**src/rtl/ip_hdr_chksum_tx.sv**
```systemverilog
// ip_hdr_chksum_tx
// Transmit-side header finisher that sits between the TCP engine and the
// packet assembler. It takes one {IPv4 header, TCP header, payload
// descriptor} at a time. It computes the IPv4 header checksum serially, one
// 16-bit word per cycle, and writes the result into the header. It then
// presents the finished set to the assembler.
//
// Optional feature macro: TCP_PSEUDO_CSUM_EN
//   When defined, the block also sums the TCP pseudo-header and the TCP
//   header words. It outputs the folded, uncomplemented partial sum on
//   chksum_parser_tx_tcp_partial.
//
// Ports
//   clk, rst                       clock, synchronous active-high reset
//   tcp_chksum_tx_val/_rdy         upstream handshake (header set in)
//   tcp_chksum_tx_ip_header        IPv4 header, checksum field ignored
//   tcp_chksum_tx_tcp_header       TCP header
//   tcp_chksum_tx_payload_addr/len payload descriptor
//   chksum_parser_tx_val/_rdy      downstream handshake (header set out)
//   chksum_parser_tx_ip_header     IPv4 header with checksum filled in
//   chksum_parser_tx_tcp_header    registered TCP header
//   chksum_parser_tx_payload_*     registered payload descriptor
//   chksum_parser_tx_tcp_partial   TCP partial sum (TCP_PSEUDO_CSUM_EN only)

`ifndef IP_HEADER_WIDTH
`define IP_HEADER_WIDTH 160
`endif
`ifndef TCP_HEADER_WIDTH
`define TCP_HEADER_WIDTH 160
`endif
`ifndef PAYLOAD_BUF_ENTRY_ADDR_WIDTH
`define PAYLOAD_BUF_ENTRY_ADDR_WIDTH 32
`endif
`ifndef PAYLOAD_BUF_ENTRY_LEN_WIDTH
`define PAYLOAD_BUF_ENTRY_LEN_WIDTH 16
`endif
`ifndef IP_HEADER_BYTES
`define IP_HEADER_BYTES 20
`endif

module ip_hdr_chksum_tx (
   input  logic                                     clk,
   input  logic                                     rst,
   input  logic                                     tcp_chksum_tx_val,
   output logic                                     chksum_tcp_tx_rdy,
   input  logic [`IP_HEADER_WIDTH-1:0]              tcp_chksum_tx_ip_header,
   input  logic [`TCP_HEADER_WIDTH-1:0]             tcp_chksum_tx_tcp_header,
   input  logic [`PAYLOAD_BUF_ENTRY_ADDR_WIDTH-1:0] tcp_chksum_tx_payload_addr,
   input  logic [`PAYLOAD_BUF_ENTRY_LEN_WIDTH-1:0]  tcp_chksum_tx_payload_len,
   output logic                                     chksum_parser_tx_val,
   input  logic                                     parser_chksum_tx_rdy,
   output logic [`IP_HEADER_WIDTH-1:0]              chksum_parser_tx_ip_header,
   output logic [`TCP_HEADER_WIDTH-1:0]             chksum_parser_tx_tcp_header,
   output logic [`PAYLOAD_BUF_ENTRY_ADDR_WIDTH-1:0] chksum_parser_tx_payload_addr,
   output logic [`PAYLOAD_BUF_ENTRY_LEN_WIDTH-1:0]  chksum_parser_tx_payload_len
`ifdef TCP_PSEUDO_CSUM_EN
  ,output logic [15:0]                              chksum_parser_tx_tcp_partial
`endif
);

   localparam int IP_W   = `IP_HEADER_WIDTH;
   localparam int TCP_W  = `TCP_HEADER_WIDTH;
   localparam int ADDR_W = `PAYLOAD_BUF_ENTRY_ADDR_WIDTH;
   localparam int LEN_W  = `PAYLOAD_BUF_ENTRY_LEN_WIDTH;
   localparam int N_IP   = IP_W / 16;
   localparam int N_TCP  = TCP_W / 16;
`ifdef TCP_PSEUDO_CSUM_EN
   localparam int N_SUM  = (N_IP > N_TCP) ? N_IP : N_TCP;
`else
   localparam int N_SUM  = N_IP;
`endif
   localparam int CNT_W  = (N_SUM > 1) ? $clog2(N_SUM) : 1;
   // LSB of IPv4 word 5 (header checksum field)
   localparam int IP_CSUM_LSB = IP_W - 96;

   typedef enum logic [1:0] {
      S_IDLE = 2'd0,
      S_SUM  = 2'd1,
      S_FOLD = 2'd2,
      S_OUT  = 2'd3
   } state_t;

   // Word idx of an IP header, MSB-first; indices past the end read as 0
   // because the shift pushes every header bit out.
   function automatic logic [15:0] ip_word(input logic [IP_W-1:0] hdr,
                                           input logic [CNT_W-1:0] idx);
      logic [IP_W-1:0] sh;
      sh = hdr << {idx, 4'b0000};
      return sh[IP_W-1 -: 16];
   endfunction

   // One's-complement fold of a 32-bit sum; the second add absorbs the
   // carry that the first add can produce.
   function automatic logic [15:0] fold16(input logic [31:0] a);
      logic [16:0] s1;
      logic [15:0] s2;
      s1 = {1'b0, a[15:0]} + {1'b0, a[31:16]};
      s2 = s1[15:0] + {15'd0, s1[16]};
      return s2;
   endfunction

`ifdef TCP_PSEUDO_CSUM_EN
   // Word idx of a TCP header, MSB-first; indices past the end read as 0.
   function automatic logic [15:0] tcp_word(input logic [TCP_W-1:0] hdr,
                                            input logic [CNT_W-1:0] idx);
      logic [TCP_W-1:0] sh;
      sh = hdr << {idx, 4'b0000};
      return sh[TCP_W-1 -: 16];
   endfunction
`endif

   state_t              state_q, state_d;
   logic [IP_W-1:0]     ip_hdr_q, ip_hdr_d;
   logic [TCP_W-1:0]    tcp_hdr_q, tcp_hdr_d;
   logic [ADDR_W-1:0]   addr_q, addr_d;
   logic [LEN_W-1:0]    len_q, len_d;
   logic [31:0]         acc_q, acc_d;
   logic [CNT_W-1:0]    cnt_q, cnt_d;
   logic                val_q, val_d;
   logic                rdy_q, rdy_d;
`ifdef TCP_PSEUDO_CSUM_EN
   logic [31:0]         tcp_acc_q, tcp_acc_d;
   logic [15:0]         tcp_partial_q, tcp_partial_d;
   logic [15:0]         tcp_len_s;
   logic [31:0]         pseudo_sum_s;

   // Pseudo-header sum taken straight from the incoming IP header.
   always_comb begin
      tcp_len_s    = tcp_chksum_tx_ip_header[IP_W-17 -: 16] - 16'(`IP_HEADER_BYTES);
      pseudo_sum_s = {16'd0, tcp_chksum_tx_ip_header[IP_W-97  -: 16]}
                   + {16'd0, tcp_chksum_tx_ip_header[IP_W-113 -: 16]}
                   + {16'd0, tcp_chksum_tx_ip_header[IP_W-129 -: 16]}
                   + {16'd0, tcp_chksum_tx_ip_header[IP_W-145 -: 16]}
                   + 32'h0000_0006
                   + {16'd0, tcp_len_s};
   end
`endif

   // Next-state and datapath logic for the accept / sum / fold / output sequence.
   always_comb begin
      state_d   = state_q;
      ip_hdr_d  = ip_hdr_q;
      tcp_hdr_d = tcp_hdr_q;
      addr_d    = addr_q;
      len_d     = len_q;
      acc_d     = acc_q;
      cnt_d     = cnt_q;
      val_d     = val_q;
      rdy_d     = rdy_q;
`ifdef TCP_PSEUDO_CSUM_EN
      tcp_acc_d     = tcp_acc_q;
      tcp_partial_d = tcp_partial_q;
`endif
      case (state_q)
         S_IDLE: begin
            val_d = 1'b0;
            rdy_d = 1'b1;
            if (tcp_chksum_tx_val && rdy_q) begin
               ip_hdr_d = tcp_chksum_tx_ip_header;
               ip_hdr_d[IP_CSUM_LSB +: 16] = 16'h0000;
               tcp_hdr_d = tcp_chksum_tx_tcp_header;
               addr_d    = tcp_chksum_tx_payload_addr;
               len_d     = tcp_chksum_tx_payload_len;
               acc_d     = 32'd0;
               cnt_d     = {CNT_W{1'b0}};
               rdy_d     = 1'b0;
               state_d   = S_SUM;
`ifdef TCP_PSEUDO_CSUM_EN
               tcp_acc_d = pseudo_sum_s;
`endif
            end else begin
               state_d = S_IDLE;
            end
         end
         S_SUM: begin
            rdy_d = 1'b0;
            acc_d = acc_q + {16'd0, ip_word(ip_hdr_q, cnt_q)};
`ifdef TCP_PSEUDO_CSUM_EN
            tcp_acc_d = tcp_acc_q + {16'd0, tcp_word(tcp_hdr_q, cnt_q)};
`endif
            cnt_d = cnt_q + CNT_W'(1);
            if (cnt_q == CNT_W'(N_SUM - 1)) begin
               state_d = S_FOLD;
            end else begin
               state_d = S_SUM;
            end
         end
         S_FOLD: begin
            rdy_d = 1'b0;
            ip_hdr_d[IP_CSUM_LSB +: 16] = ~fold16(acc_q);
`ifdef TCP_PSEUDO_CSUM_EN
            tcp_partial_d = fold16(tcp_acc_q);
`endif
            val_d   = 1'b1;
            state_d = S_OUT;
         end
         S_OUT: begin
            if (val_q && parser_chksum_tx_rdy) begin
               val_d   = 1'b0;
               rdy_d   = 1'b1;
               state_d = S_IDLE;
            end else begin
               val_d   = 1'b1;
               rdy_d   = 1'b0;
               state_d = S_OUT;
            end
         end
         default: begin
            val_d   = 1'b0;
            rdy_d   = 1'b0;
            state_d = S_IDLE;
         end
      endcase
   end

   // State and output registers; reset drops any header in flight.
   always_ff @(posedge clk) begin
      if (rst) begin
         state_q   <= S_IDLE;
         ip_hdr_q  <= {IP_W{1'b0}};
         tcp_hdr_q <= {TCP_W{1'b0}};
         addr_q    <= {ADDR_W{1'b0}};
         len_q     <= {LEN_W{1'b0}};
         acc_q     <= 32'd0;
         cnt_q     <= {CNT_W{1'b0}};
         val_q     <= 1'b0;
         rdy_q     <= 1'b0;
`ifdef TCP_PSEUDO_CSUM_EN
         tcp_acc_q     <= 32'd0;
         tcp_partial_q <= 16'd0;
`endif
      end else begin
         state_q   <= state_d;
         ip_hdr_q  <= ip_hdr_d;
         tcp_hdr_q <= tcp_hdr_d;
         addr_q    <= addr_d;
         len_q     <= len_d;
         acc_q     <= acc_d;
         cnt_q     <= cnt_d;
         val_q     <= val_d;
         rdy_q     <= rdy_d;
`ifdef TCP_PSEUDO_CSUM_EN
         tcp_acc_q     <= tcp_acc_d;
         tcp_partial_q <= tcp_partial_d;
`endif
      end
   end

   assign chksum_tcp_tx_rdy             = rdy_q;
   assign chksum_parser_tx_val          = val_q;
   assign chksum_parser_tx_ip_header    = ip_hdr_q;
   assign chksum_parser_tx_tcp_header   = tcp_hdr_q;
   assign chksum_parser_tx_payload_addr = addr_q;
   assign chksum_parser_tx_payload_len  = len_q;
`ifdef TCP_PSEUDO_CSUM_EN
   assign chksum_parser_tx_tcp_partial  = tcp_partial_q;
`endif

endmodule

```
**config.mk**
```make
export PLATFORM = sky130hd
export DESIGN_NAME = ip_hdr_chksum_tx
export DESIGN_NICKNAME = d
export VERILOG_FILES = /design/src/rtl/ip_hdr_chksum_tx.sv
export SDC_FILE = /design/constraint.sdc
export NUM_CORES = 1
export LEC_CHECK = 0
export BUFFER_PORTS_ARGS = -buffer_cell sky130_fd_sc_hd__buf_4
export CAP_MARGIN = 20
export CORE_AREA = 2 2 292 294
export DETAILED_ROUTE_END_ITERATION = 10
export DIE_AREA = 0 0 294 296
export GPL_TIMING_DRIVEN = 0
export PLACE_DENSITY = 0.4
export SYNTH_ARGS = -nofsm -noshare
export SYNTH_HDL_FRONTEND = slang
export SYNTH_SLANG_ARGS = --single-unit
```
**constraint.sdc**
```tcl
create_clock -name clk -period 8.57 [get_ports clk]
set_input_delay 1.714 -clock clk [delete_from_list [all_inputs] [get_ports clk]]
set_output_delay 1.714 -clock clk [all_outputs]
set_load 0.02 [all_outputs]
```
# Yosys cells after proc, flatten, opt, wreduce, memory -nomap -nowiden
# Cells that the tools add are included.
# classes
add_sub_neg,4
n_mul,0
n_div,0
order_cmp,0
n_eq_ne,5
shifts,1
n_mux,15
bitwise,1
n_reduce_logical,10
# op_table
cell,n
$shl 160x8->160,1
$mux 80,1
$pmux 32 s2,1
$add 32x16->32,1
$mux 32,1
$pmux 16 s2,1
$add 16x16->17,1
$add 16x1->16,1
$not 16->16,1
$pmux 2 s4,1
$pmux 4 s2,1
$pmux 1 s3,2
$reduce_and 2->1,3
$add 4x1->4 const B,1
$eq 2x2->1 const B,2
$eq 4x4->1 const B,1
$mux 1,4
$mux 2,2
$mux 4,1
$reduce_bool 2->1,2
$reduce_bool 3->1,1
$eq 2x1->1 const B,1
$logic_and 1x1->1,2
$logic_not 2->1,1
other kinds (2),2
# totals
register_bits,408
latch_bits,0
mem_bits_rw,0
romBits,0
input_bits,372
out_inout_bits,370
wordCells,46
mem_count,0

# Depth between registers and ports, before layout
# Gate-level depths: netlist of run 1.
# logic_depth
word_depth,4
ltp_mapped,18
ltp_nobuf,18

# Worst setup path before layout of run 1
# No wires, ideal clock.
# synth_timing
kind,register to register
from,reg cnt_q[1]
to,reg acc_q[23]
arrival_time_ns,3.982
slack_ns,4.518
path_stages_with_launch,16
n_path_buf,3
synth_period_minus_slack_ns,4.052
cell_sequence,dfxtp_1 clkbuf_1 clkbuf_1 clkbuf_1 mux4_2 mux2i_1 o22ai_1 ha_1 nand4_1 nor4_2 nor3_1 a21o_1 a211oi_2 nand2_1 or3_1 a21oi_1
# synth_between
elab_chain_len,3
# synth_lines
item,line_no,text
from (decl),118,"logic [CNT_W-1:0] cnt_q, cnt_d;"
from (signal assigned),225,cnt_q <= {CNT_W{1'b0}};
from (signal assigned),239,cnt_q <= cnt_d;
$shl 160x8->160,88,"sh = hdr << {idx, 4'b0000};"
$add 32x16->32,177,"acc_d = acc_q + {16'd0, ip_word(ip_hdr_q, cnt_q)};"
$pmux 32 s2,154,case (state_q)
to (signal assigned),224,acc_q <= 32'd0;
to (signal assigned),238,acc_q <= acc_d;
to (decl),117,"logic [31:0] acc_q, acc_d;"
# No other way between the ends.
# A chain may end at the register's enable or synchronous reset.

# Final worst setup path of run 1
# layout_timing
from,reg cnt_q[1]
to,reg acc_q[25]
# The elaborated chain is that of the path after synthesis.

==> results by group, run 1 <==
STA
  – Post-layout min period: around 5600 ps
  – Max Slew Vio Count: 0
  – Max-slew headroom: around 30%
  – Final Hold Vio Count: 0
  – Highest Clock Rate: 0.177 GHz
  – Setup TNS: 0 ps
  – Final Cycle Share: 65.8%
  – Worst hold margin: 452 ps
  – Worst Max-Slew Pin Slew: 1050 ps
  – RSZ-0062 raised after global routing: no
  – Worst Clk Skew: about 48 ps
  – Final setup vio count: 0

Outcome
  – Status: finished clean

Drt
  – ANT nets after route: 0
  – Via density: roughly 4.5
  – Met2 WL: approximately 44000 um
  – Detailed Route WL: around 89000 um
  – Routed length on met1: 37600 um
  – DRC errors left: 0
  – Via count: between 15000 and 20000
  – DR pass1 iterations: 5
  – Wire per inst: 22.1 um
  – DR WL met3: between 5000 and 6000 um
  – DR top layer: met5
  – DR iter-0 viols: 950

Run
  – Max Cap Viol: 0

Clocking
  – TritonCTS Sinks: 408
  – CTS tree: built
  – TritonCTS Buffers: 52
  – Skew-Pair Late Insertion Delay: about 620 ps
  – CTS root buf: clkbuf_16
  – Clk slew on worst S/H paths: approximately 60 ps
  – CTS H-tree lvls: 2
  – Post-CTS Setup Repair Bufs: 0
  – Cts hold-fix bufs: 0
  – Post-cts resize count: 0
  – CTS max path bufs: 3

Yosys
  – Syn Nets: between 2000 and 3000
  – Synth warn: 0
  – Post-Synthesis Cells: approximately 2100
  – Netlist Area Pre-Place: roughly 17000 um2
  – Most used DFF post-synth: dfxtp_1
  – Largest cells by area after synthesis: dfxtp_1, nand2_1, a21oi_1, mux4_2, clkbuf_1
  – Flop and latch count out of synthesis: roughly 410
  – Register area share after synthesis: between 40% and 50%
  – FFs w/ async S/R, synth: 0%
  – Cell taking the most area after synthesis: dfxtp_1
  – Top cell type's share of synthesized area: 47.7%
  – Post-synth EDFFs: 0
  – Mean Syn Cell Area: approximately 8.1 um2
  – Count leader, synth: nand2_1
  – Top cells by count, synth: nand2_1, dfxtp_1, a21oi_1, clkbuf_1, nor2_1
  – Distinct cells, synth: 63

Placement
  – # port buffers: about 720
  – Dpl hpwl: 72500 um
  – Gp weighted congestion: just over 0.9

Setup path
  – Worst endpoint data arrival time: roughly 6000 ps
  – Max Fanout on Critical Path: 10
  – Crit Path Class: flop to flop
  – Startpoint types: flop
  – Worst setup EP type: flop
  – Critical path required time: between 9000 and 10000 ps

Power
  – Pwr/cell area: about 200 nW/um2
  – Static leakage: 10.6 nW
  – Maximum vdd drop: approximately 150 uV

Die
  – Die H: just under 300 um
  – Die W: slightly below 300 um
  – CORE AREA: about 84000 um2
  – Top-level port count: ~740
  – Num rows: approximately 110
  – Die footprint: slightly below 90000 um2
  – Starting Density: 20.3%

Global routing
  – Vias in the first global route: 17686
  – Pin count of the biggest net entering global routing: 15
  – Global route overflow: 0
  – Total GRT Usage: between 10% and 20%
  – First-pass GRT wire length: roughly 120000 um
  – Initial antenna violation count: 17

Cells and area
  – Layout Utilization: between 30% and 40%
  – Share of post-route cells with drive strength above 1: 30.1%
  – Layout overhead on the synthesized area: 50.7%
  – NumNets Final: between 3000 and 4000

Worst hold path
  – Worst hold path class: flop to flop
cell type report:
type	instances	area (um2)
multi-input cells	1534	8330
fillers	9130	58400
repair buffers	727	5480
flip-flops and latches	408	8170
clock inverters	19	268
plain buffers	149	563
well taps	1090	1360
inverters	17	63.8
clock buffers	76	1540
diodes	11	27.5
per-layer routing:
| metal | track usage (%) | vias to the layer above |
|---|---|---|
| met5 | 0 | - |
| met4 | 6.94 | 4 |
| met3 | 4.14 | 110 |
| met2 | 32.9 | 569 |
| met1 | 24.4 | 8808 |
| li1 | - | 8673 |
sequential cells by signal (all words and copies together), names as in the netlist:
name,count
chksum_parser_tx_tcp_header,160
state_q,2
cnt_q,4
chksum_parser_tx_ip_header,160
chksum_parser_tx_payload_addr,32
chksum_parser_tx_payload_len,16
acc_q,32
chksum_parser_tx_val,1
chksum_tcp_tx_rdy,1
power breakdown:
part / total (mW) / switching, mW / leakage (nW) / internal, mW
clock network: 2.33 / 0.933 / 0.882 / 1.40
logic: 0.767 / 0.456 / 6.40 / 0.311
registers: 2.06 / 0.0749 / 3.32 / 1.99
total: 5.16 / 1.46 / 10.6 / 3.70
kinds of logic (layout without fill, tap and decap cells):
kind of cell	count (synthesis)	in the layout	synth area share, %
compound gates	502	502	16.5
mux	76	76	6.87
buf+inv	166	988	3.66
xor+xnor	37	37	2.10
flops	408	408	47.7
fa+ha+maj	38	38	2.86
other cells	0	11	0
simple gates	881	881	20.3
through the flow:
step | power (mW) | instances | setup WS (ps) | instance area, um2
4_1_cts | 5.23 | 4020 | 2920 | 25800
3_3_place_gp | 2.87 | 3922 | 3010 | 23900
2_1_floorplan | 2.43 | 2108 | 4520 | 17100
5_1_grt | 5.36 | 4031 | 2540 | 25800
6_report | 5.16 | 4031 | 2930 | 25800
3_5_place_dp | 2.87 | 3925 | 2940 | 24000
cell usage in the layout, fill, tap and decap left out, drive strengths merged, types with 14 or more instances in the layout:
| cell | count |
|---|---|
| ha | 36 |
| clkbuf | 217 |
| nand2 | 750 |
| nand3 | 19 |
| dfxtp | 408 |
| a21o | 14 |
| buf | 735 |
| xnor2 | 23 |
| nor2 | 57 |
| o21ai | 16 |
| inv | 19 |
| o22ai | 15 |
| mux2i | 32 |
| mux4 | 32 |
| a21oi | 397 |
path summary, 6_finish.rpt:
check	cells after the start	from	slack [ps]	to
setup / recovery	15	cnt_q[1]	2930	acc_q[25]
hold / removal	2	chksum_parser_tx_tcp_header[26]	450	chksum_parser_tx_tcp_header[26]
setup reg to reg	15	cnt_q[1]	2930	acc_q[25]
hold reg to reg	2	chksum_parser_tx_tcp_header[26]	450	chksum_parser_tx_tcp_header[26]
critical path: stages, from the launching register on:
cell and delay, ps:
dfxtp_1 330, clkbuf_1 560, clkbuf_1 650, clkbuf_1 630, mux4_2 450, mux2i_1 160, o22ai_1 130, ha_1 420
nand4_1 170, nor4_2 390, nor3_1 90, a21o_1 230, a211oi_2 460, nand2_1 320, or3_1 380, a21oi_1 130
Power figures use the tool's default switching activity.
==> run 2: changes to the inputs <==
PLACE_DENSITY = 0.41   (was 0.4)
clock period = 4.9 ns   (was 8.57 ns; I/O delays follow)
==> run 2 against run 1 <==
Against the previous run: critical path depth is the same; register-to-register slack lost 2600 ps; clock skew grew 1.1 ps; global-route usage is essentially flat; wire length is essentially flat; die area is the same; maximum frequency grew 25%; critical path type unchanged.
==> results by group, run 2 (synthesized netlist as in run 1, its figures left out) <==
Outcome
  – Status: finished clean (unchanged)

Setup path
  – Startpoint types: flop (unchanged)
  – Buffers and inverters on the worst path: 3 (unchanged)
  – R2R Setup Slk: 380 ps (was 2930 ps)
  – CP max stage delay: 430 ps (was 650 ps)
  – Worst setup EP type: flop (unchanged)
  – Crit Path Class: flop to flop (unchanged)
  – Crit-path leading delay family: simple AND/OR/NAND/NOR gates (was buffers and inverters)
  – Worst R2R End: acc_q[23] (was acc_q[25])
  – Cell mode on critical path: clkbuf_4 (was clkbuf_1)
  – Critical path required time: 5400 ps (was 9070 ps)
  – Critical R2R Launch: cnt_q[0] (was cnt_q[1])
  – Register-to-Register Path Depth: 15 (unchanged)
  – Crit-path slowest cell: ha_1 (was clkbuf_1)
  – Max Fanout on Critical Path: 10 (unchanged)
  – Cell Chain, Critical Path: clkbuf_2 > clkbuf_4 > clkbuf_4 > mux4_2 > mux2i_1 > o22ai_1 > ha_1 > nand4_1 > nor4_2 > nor3_1 > a21o_1 > a211oi_4 > nand2_2 > or3_1 > a21oi_1 (was clkbuf_1 > clkbuf_1 > clkbuf_1 > mux4_2 > mux2i_1 > o22ai_1 > ha_1 > nand4_1 > nor4_2 > nor3_1 > a21o_1 > a211oi_2 > nand2_1 > or3_1 > a21oi_1)
  – Worst endpoint data arrival time: 5020 ps (was 6140 ps)

Global routing
  – GRT Max-Usage Layer: met2 (unchanged)
  – Grt met3 use: 4.96% (was 4.14%)
  – Vias in the first global route: 17754 (was 17686)
  – Pin count of the biggest net entering global routing: 15 (unchanged)
  – Met2 Use GR: 33.0% (was 32.9%)
  – Initial antenna violation count: 14 (was 17)
  – Met1 usage: 24.3% (was 24.4%)
  – Total GRT Usage: 19.5% (about the same)
  – First-pass GRT wire length: 124000 um (was 123000 um)
  – Global route overflow: 0 (unchanged)

Cells and area
  – Share of post-route cells with drive strength above 1: 30.4% (was 30.1%)
  – Layout overhead on the synthesized area: 50.4% (was 50.7%)
  – NumNets Final: 3300 (was 3299)
  – Post-Layout Inst Area: 25700 um2 (was 25800 um2)
  – Most used cells in the layout excluding fill and tap cells: nand2_1, buf_4, dfxtp_1 (unchanged)
  – Commonest non-fill, non-tap cell in the layout: nand2_1 (unchanged)

Placement
  – # port buffers: 724 (unchanged)
  – Placed inst area: 24000 um2 (about the same)
  – Dpl hpwl: 72600 um (was 72500 um)
  – Gp weighted congestion: 0.887 (was 0.912)

Die
  – Die W: 294 um (unchanged)
  – CORE AREA: 84200 um2 (unchanged)
  – Num rows: 107 (unchanged)
  – Die footprint: 87000 um2 (unchanged)
  – Top-level port count: 742 (unchanged)
  – Starting Density: 20.3% (unchanged)
  – Die H: 296 um (unchanged)

Power
  – Total power: 8.79 mW (was 5.16 mW)
  – Static leakage: 10.6 nW (about the same)
  – Maximum vdd drop: 257 uV (was 147 uV)
  – Pwr/cell area: 341 nW/um2 (was 200 nW/um2)

Drt
  – DRC errors left: 0 (unchanged)
  – Via count: 18266 (was 18164)
  – Wire per inst: 22.2 um (was 22.1 um)
  – DR pass1 iterations: 9 (was 5)
  – Via density: 4.54 (was 4.51)
  – ANT nets after route: 0 (unchanged)
  – DR iter-0 viols: 1111 (was 950)
  – Detailed Route WL: 89300 um (about the same)

Clocking
  – CTS root buf: clkbuf_16 (unchanged)
  – CTS max path bufs: 3 (unchanged)
  – CTS tree: built (unchanged)
  – Clk slew on worst S/H paths: 60 ps (about the same)
  – TritonCTS Sinks: 408 (unchanged)
  – TritonCTS Buffers: 52 (unchanged)
  – CTS H-tree lvls: 2 (unchanged)
  – Post-CTS Setup Repair Bufs: 0 (unchanged)
  – Skew-Pair Late Insertion Delay: 610 ps (was 620 ps)
  – Cts hold-fix bufs: 0 (unchanged)

STA
  – Highest Clock Rate: 0.221 GHz (was 0.177 GHz)
  – Final Cycle Share: 92.3% (was 65.8%)
  – Final setup vio count: 0 (unchanged)
  – Worst hold margin: 454 ps (was 452 ps)
  – Max-slew headroom: 25.9% (was 29.9%)
  – Max Slew Vio Count: 0 (unchanged)
  – RSZ-0062 raised after global routing: no (unchanged)
  – Final Hold Vio Count: 0 (unchanged)
  – Worst Max-Slew Pin Slew: 1110 ps (was 1050 ps)
  – Post-layout min period: 4520 ps (was 5640 ps)
  – Worst Clk Skew: 48.9 ps (was 47.9 ps)

Worst hold path
  – Min-delay src: chksum_parser_tx_tcp_header[137] (was chksum_parser_tx_tcp_header[26])
  – Worst hold path class: flop to flop (unchanged)
  – Worst Hold End: chksum_parser_tx_tcp_header[137] (was chksum_parser_tx_tcp_header[26])
  – Hold path depth: 2 (unchanged)

Run
  – Max Cap Viol: 0 (unchanged)
## run 2: where the power goes
group | internal (mW) | total (mW) | switching (mW)
registers | 3.47 | 3.60 | 0.129
clock network | 2.24 | 3.84 | 1.60
logic | 0.548 | 1.35 | 0.803
total | 6.26 | 8.79 | 2.53
## run 2: worst reg2reg max path: stages (launching register included)
cell	delay (ps)
dfxtp_1	370
clkbuf_2	240
clkbuf_4	280
clkbuf_4	280
mux4_2	420
mux2i_1	300
o22ai_1	180
ha_1	430
nand4_1	170
nor4_2	350
nor3_1	90
a21o_1	240
a211oi_4	370
nand2_2	190
or3_1	350
a21oi_1	130
## run 2: per-layer routing
layer / vias up / wire length (um)
met1: 8811 / 36900
met5: - / 66
met2: 653 / 43200
met4: 10 / 2370
met3: 129 / 6670
li1: 8663 / -
## run 2: area by class of cell
class                      count  area (um2)
inverter                      17        63.8
timing repair buffer         728        5490
fill                        9063       58500
clock buffer                  81        1600
clock inverter                13         105
buffer                       149         592
sequential                   408        8170
antenna                        7        17.5
tap                         1090        1360
multi-input combinational   1534        8350
## run 2: what timing repair did
| item | CTS | global route |
|---|---|---|
| gates resized for setup | 11 | 17 |
| endpoints found under the hold margin | 0 | 0 |
| pin swaps | 0 | 0 |
| endpoints found under the setup margin | 19 | 12 |
## run 2: through the flow
stage                     cells  utilization (%)  TNS (ps)  worst slack (ps)
after floorplan            2108                -         0               848
after global placement     3922             28.4     -7040              -688
after detailed placement   3925             28.5     -7290              -707
after CTS                  4019             30.5         0              7.85
after global routing       4025             30.6         0              37.9
final                      4027             30.6         0               380
## run 2: how the worst max path moves through the flow
stage / from / to / slack (ps) / cells after the start
global placement: cnt_q[1] / acc_q[23] / -690 / 15
CTS: cnt_q[0] / acc_q[25] / 8 / 15
detailed placement: cnt_q[1] / acc_q[25] / -710 / 15
global route: cnt_q[0] / acc_q[28] / 40 / 17
floorplan: cnt_q[1] / acc_q[23] / 850 / 15
finish: cnt_q[0] / acc_q[23] / 380 / 15
==> run 3: changes to the inputs <==
BUFFER_PORTS_ARGS = -buffer_cell sky130_fd_sc_hd__buf_2   (was -buffer_cell sky130_fd_sc_hd__buf_4)
==> run 3 against run 2 <==
Against the previous run: final area fell by 7.2%; clock power shrank 2%; combinational power fell by 11%; register-to-register slack lost 70 ps; critical path type unchanged.
==> results by group, run 3 (synthesized netlist as in run 1, its figures left out) <==
Outcome
  – Status: finished clean (unchanged)

Worst hold path
  – Min-delay src: chksum_parser_tx_tcp_header[85] (was chksum_parser_tx_tcp_header[137])
  – Hold path depth: 2 (unchanged)
  – Worst hold path class: flop to flop (unchanged)

Clocking
  – TritonCTS Sinks: 408 (unchanged)
  – CTS root buf: clkbuf_16 (unchanged)
  – Skew-Pair Late Insertion Delay: 610 ps (about the same)
  – CTS tree: built (unchanged)
  – TritonCTS Buffers: 51 (was 52)
  – CTS max path bufs: 3 (unchanged)
  – CTS H-tree lvls: 2 (unchanged)
  – Post-CTS Setup Repair Bufs: 0 (unchanged)
  – Clk slew on worst S/H paths: 60 ps (about the same)

Die
  – Die footprint: 87000 um2 (unchanged)
  – Starting Density: 20.3% (unchanged)
  – Die W: 294 um (unchanged)
  – Num rows: 107 (unchanged)
  – Top-level port count: 742 (unchanged)
  – Die H: 296 um (unchanged)
  – CORE AREA: 84200 um2 (unchanged)

Drt
  – Wire per inst: 21.7 um (was 22.2 um)
  – DR pass1 iterations: 5 (was 9)
  – Via density: 4.38 (was 4.54)
  – ANT nets after route: 0 (unchanged)
  – DRC errors left: 0 (unchanged)
  – Detailed Route WL: 87400 um (was 89300 um)
  – Via count: 17646 (was 18266)
  – DR iter-0 viols: 1011 (was 1111)

Global routing
  – First-pass GRT wire length: 122000 um (was 124000 um)
  – Vias in the first global route: 17365 (was 17754)
  – Global route overflow: 0 (unchanged)
  – Pin count of the biggest net entering global routing: 14 (was 15)
  – Total GRT Usage: 19.3% (was 19.5%)
  – Initial antenna violation count: 26 (was 14)

STA
  – Worst hold margin: 449 ps (was 454 ps)
  – Post-route setup slack: 315 ps (was 380 ps)
  – Worst Clk Skew: 35.9 ps (was 48.9 ps)
  – Worst Max-Slew Pin Slew: 1070 ps (was 1110 ps)
  – Max Slew Vio Count: 0 (unchanged)
  – Final Cycle Share: 93.6% (was 92.3%)
  – Final setup vio count: 0 (unchanged)
  – RSZ-0062 raised after global routing: no (unchanged)
  – Max-slew headroom: 28.8% (was 25.9%)
  – Highest Clock Rate: 0.218 GHz (was 0.221 GHz)
  – Final Hold Vio Count: 0 (unchanged)
  – Post-layout min period: 4590 ps (was 4520 ps)

Placement
  – Gp weighted congestion: 0.869 (was 0.887)
  – # port buffers: 724 (unchanged)
  – Worst slack at placement: -770 ps (was -707 ps)
  – Dpl hpwl: 70300 um (was 72600 um)
  – Placed inst area: 22200 um2 (was 24000 um2)

Setup path
  – Critical R2R Launch: cnt_q[1] (was cnt_q[0])
  – Worst setup EP type: flop (unchanged)
  – Worst endpoint data arrival time: 5080 ps (was 5020 ps)
  – Crit path launch: cnt_q[1] (was cnt_q[0])
  – Startpoint types: flop (unchanged)
  – Crit Path Class: flop to flop (unchanged)
  – Register-to-Register Path Depth: 15 (unchanged)
  – Critical path required time: 5400 ps (about the same)
  – Max Fanout on Critical Path: 10 (unchanged)

Cells and area
  – Fillers: 9349 (was 9063)
  – Most used cells in the layout excluding fill and tap cells: nand2_1, buf_2, dfxtp_1 (was nand2_1, buf_4, dfxtp_1)
  – Share of post-route cells with drive strength above 1: 30.3% (was 30.4%)
  – NumNets Final: 3300 (unchanged)
  – Commonest non-fill, non-tap cell in the layout: nand2_1 (unchanged)
  – Layout overhead on the synthesized area: 39.6% (was 50.4%)
  – Post-Layout Inst Area: 23900 um2 (was 25700 um2)

Power
  – Clock power share: 43.9% (was 43.7%)
  – Reg power frac: 42.0% (was 41.0%)
  – Static leakage: 10.3 nW (was 10.6 nW)
  – Gate power share: 14.1% (was 15.4%)
  – Switching power total: 2.49 mW (was 2.53 mW)
  – Sw Share: 29.2% (was 28.8%)
  – Pwr/cell area: 357 nW/um2 (was 341 nW/um2)
  – Total power: 8.54 mW (was 8.79 mW)
  – Total internal power: 6.05 mW (was 6.26 mW)
  – Maximum vdd drop: 249 uV (was 257 uV)

Run
  – Max Cap Viol: 0 (unchanged)
==> run 3: cell count changes in the layout (fill, tap and decap cells not counted), sizes merged <==
cell      delta
clkinv       -5
inv          +1
bufinv       +1
clkbuf       -2
clkinvlp     +1
diode        +3
==> run 3: critical path, stage by stage, from the launching register on <==
cell and delay, ps:
dfxtp_1 330, clkbuf_2 310, clkbuf_4 330, clkbuf_4 300, mux4_2 370, mux2i_1 320, o22ai_1 180, ha_1 400
nand4_1 160, nor4_2 350, nor3_1 90, a21o_1 240, a211oi_4 400, nand2_2 190, or3_1 350, a21oi_1 150
==> run 3: stage by stage <==
stage	TNS [ps]	cells	utilization, %
global route	0	4024	28.4
global placement	-7760	3922	26.3
finish	0	4026	28.4
CTS	0	4016	28.3
floorplan	0	2108	-
detailed placement	-7970	3927	26.4
==> run 3: final timing paths <==
path	endpoint	slack (ps)
max	acc_q[25]	310
min	chksum_parser_tx_tcp_header[85]	450
max reg2reg	acc_q[25]	310
min reg2reg	chksum_parser_tx_tcp_header[85]	450
==> run 3: repair_timing <==
item	CTS	global route
hold buffers	0	0
gates cloned	0	0
gates resized for setup	14	13
setup endpoints to repair	19	12
==> run 3: area by class of cell <==
| cell class | count | area, um2 | share of cell area (%) |
|---|---|---|---|
| Buffer | 149 | 592 | 2.48 |
| Sequential cell | 408 | 8170 | 34.2 |
| Clock inverter | 11 | 109 | 0.455 |
| Inverter | 17 | 63.8 | 0.267 |
| Antenna cell | 10 | 25.0 | 0.105 |
| Clock buffer | 78 | 1520 | 6.35 |
| Multi-Input combinational cell | 1534 | 8350 | 34.9 |
| Timing Repair Buffer | 729 | 3710 | 15.5 |
| Tap cell | 1090 | 1360 | 5.71 |
==> run 3: routing by layer <==
| layer | up-vias | routed length [um] | GRT usage (%) |
|---|---|---|---|
| met5 | - | 153 | 0 |
| met4 | 24 | 2370 | 6.12 |
| met3 | 130 | 6560 | 5.91 |
| met2 | 544 | 41100 | 31.3 |
| met1 | 8282 | 37200 | 24.3 |
| li1 | 8666 | - | - |
==> run 3: power by group through the flow <==
| stage | clock network [mW] | logic, mW | registers (mW) |
|---|---|---|---|
| CTS | 3.84 | 1.22 | 3.59 |
| global placement | 0 | 1.21 | 3.66 |
| floorplan | 0 | 0.437 | 3.81 |
| finish | 3.75 | 1.20 | 3.59 |
| detailed placement | 0 | 1.21 | 3.66 |
| global route | 4.00 | 1.31 | 3.60 |
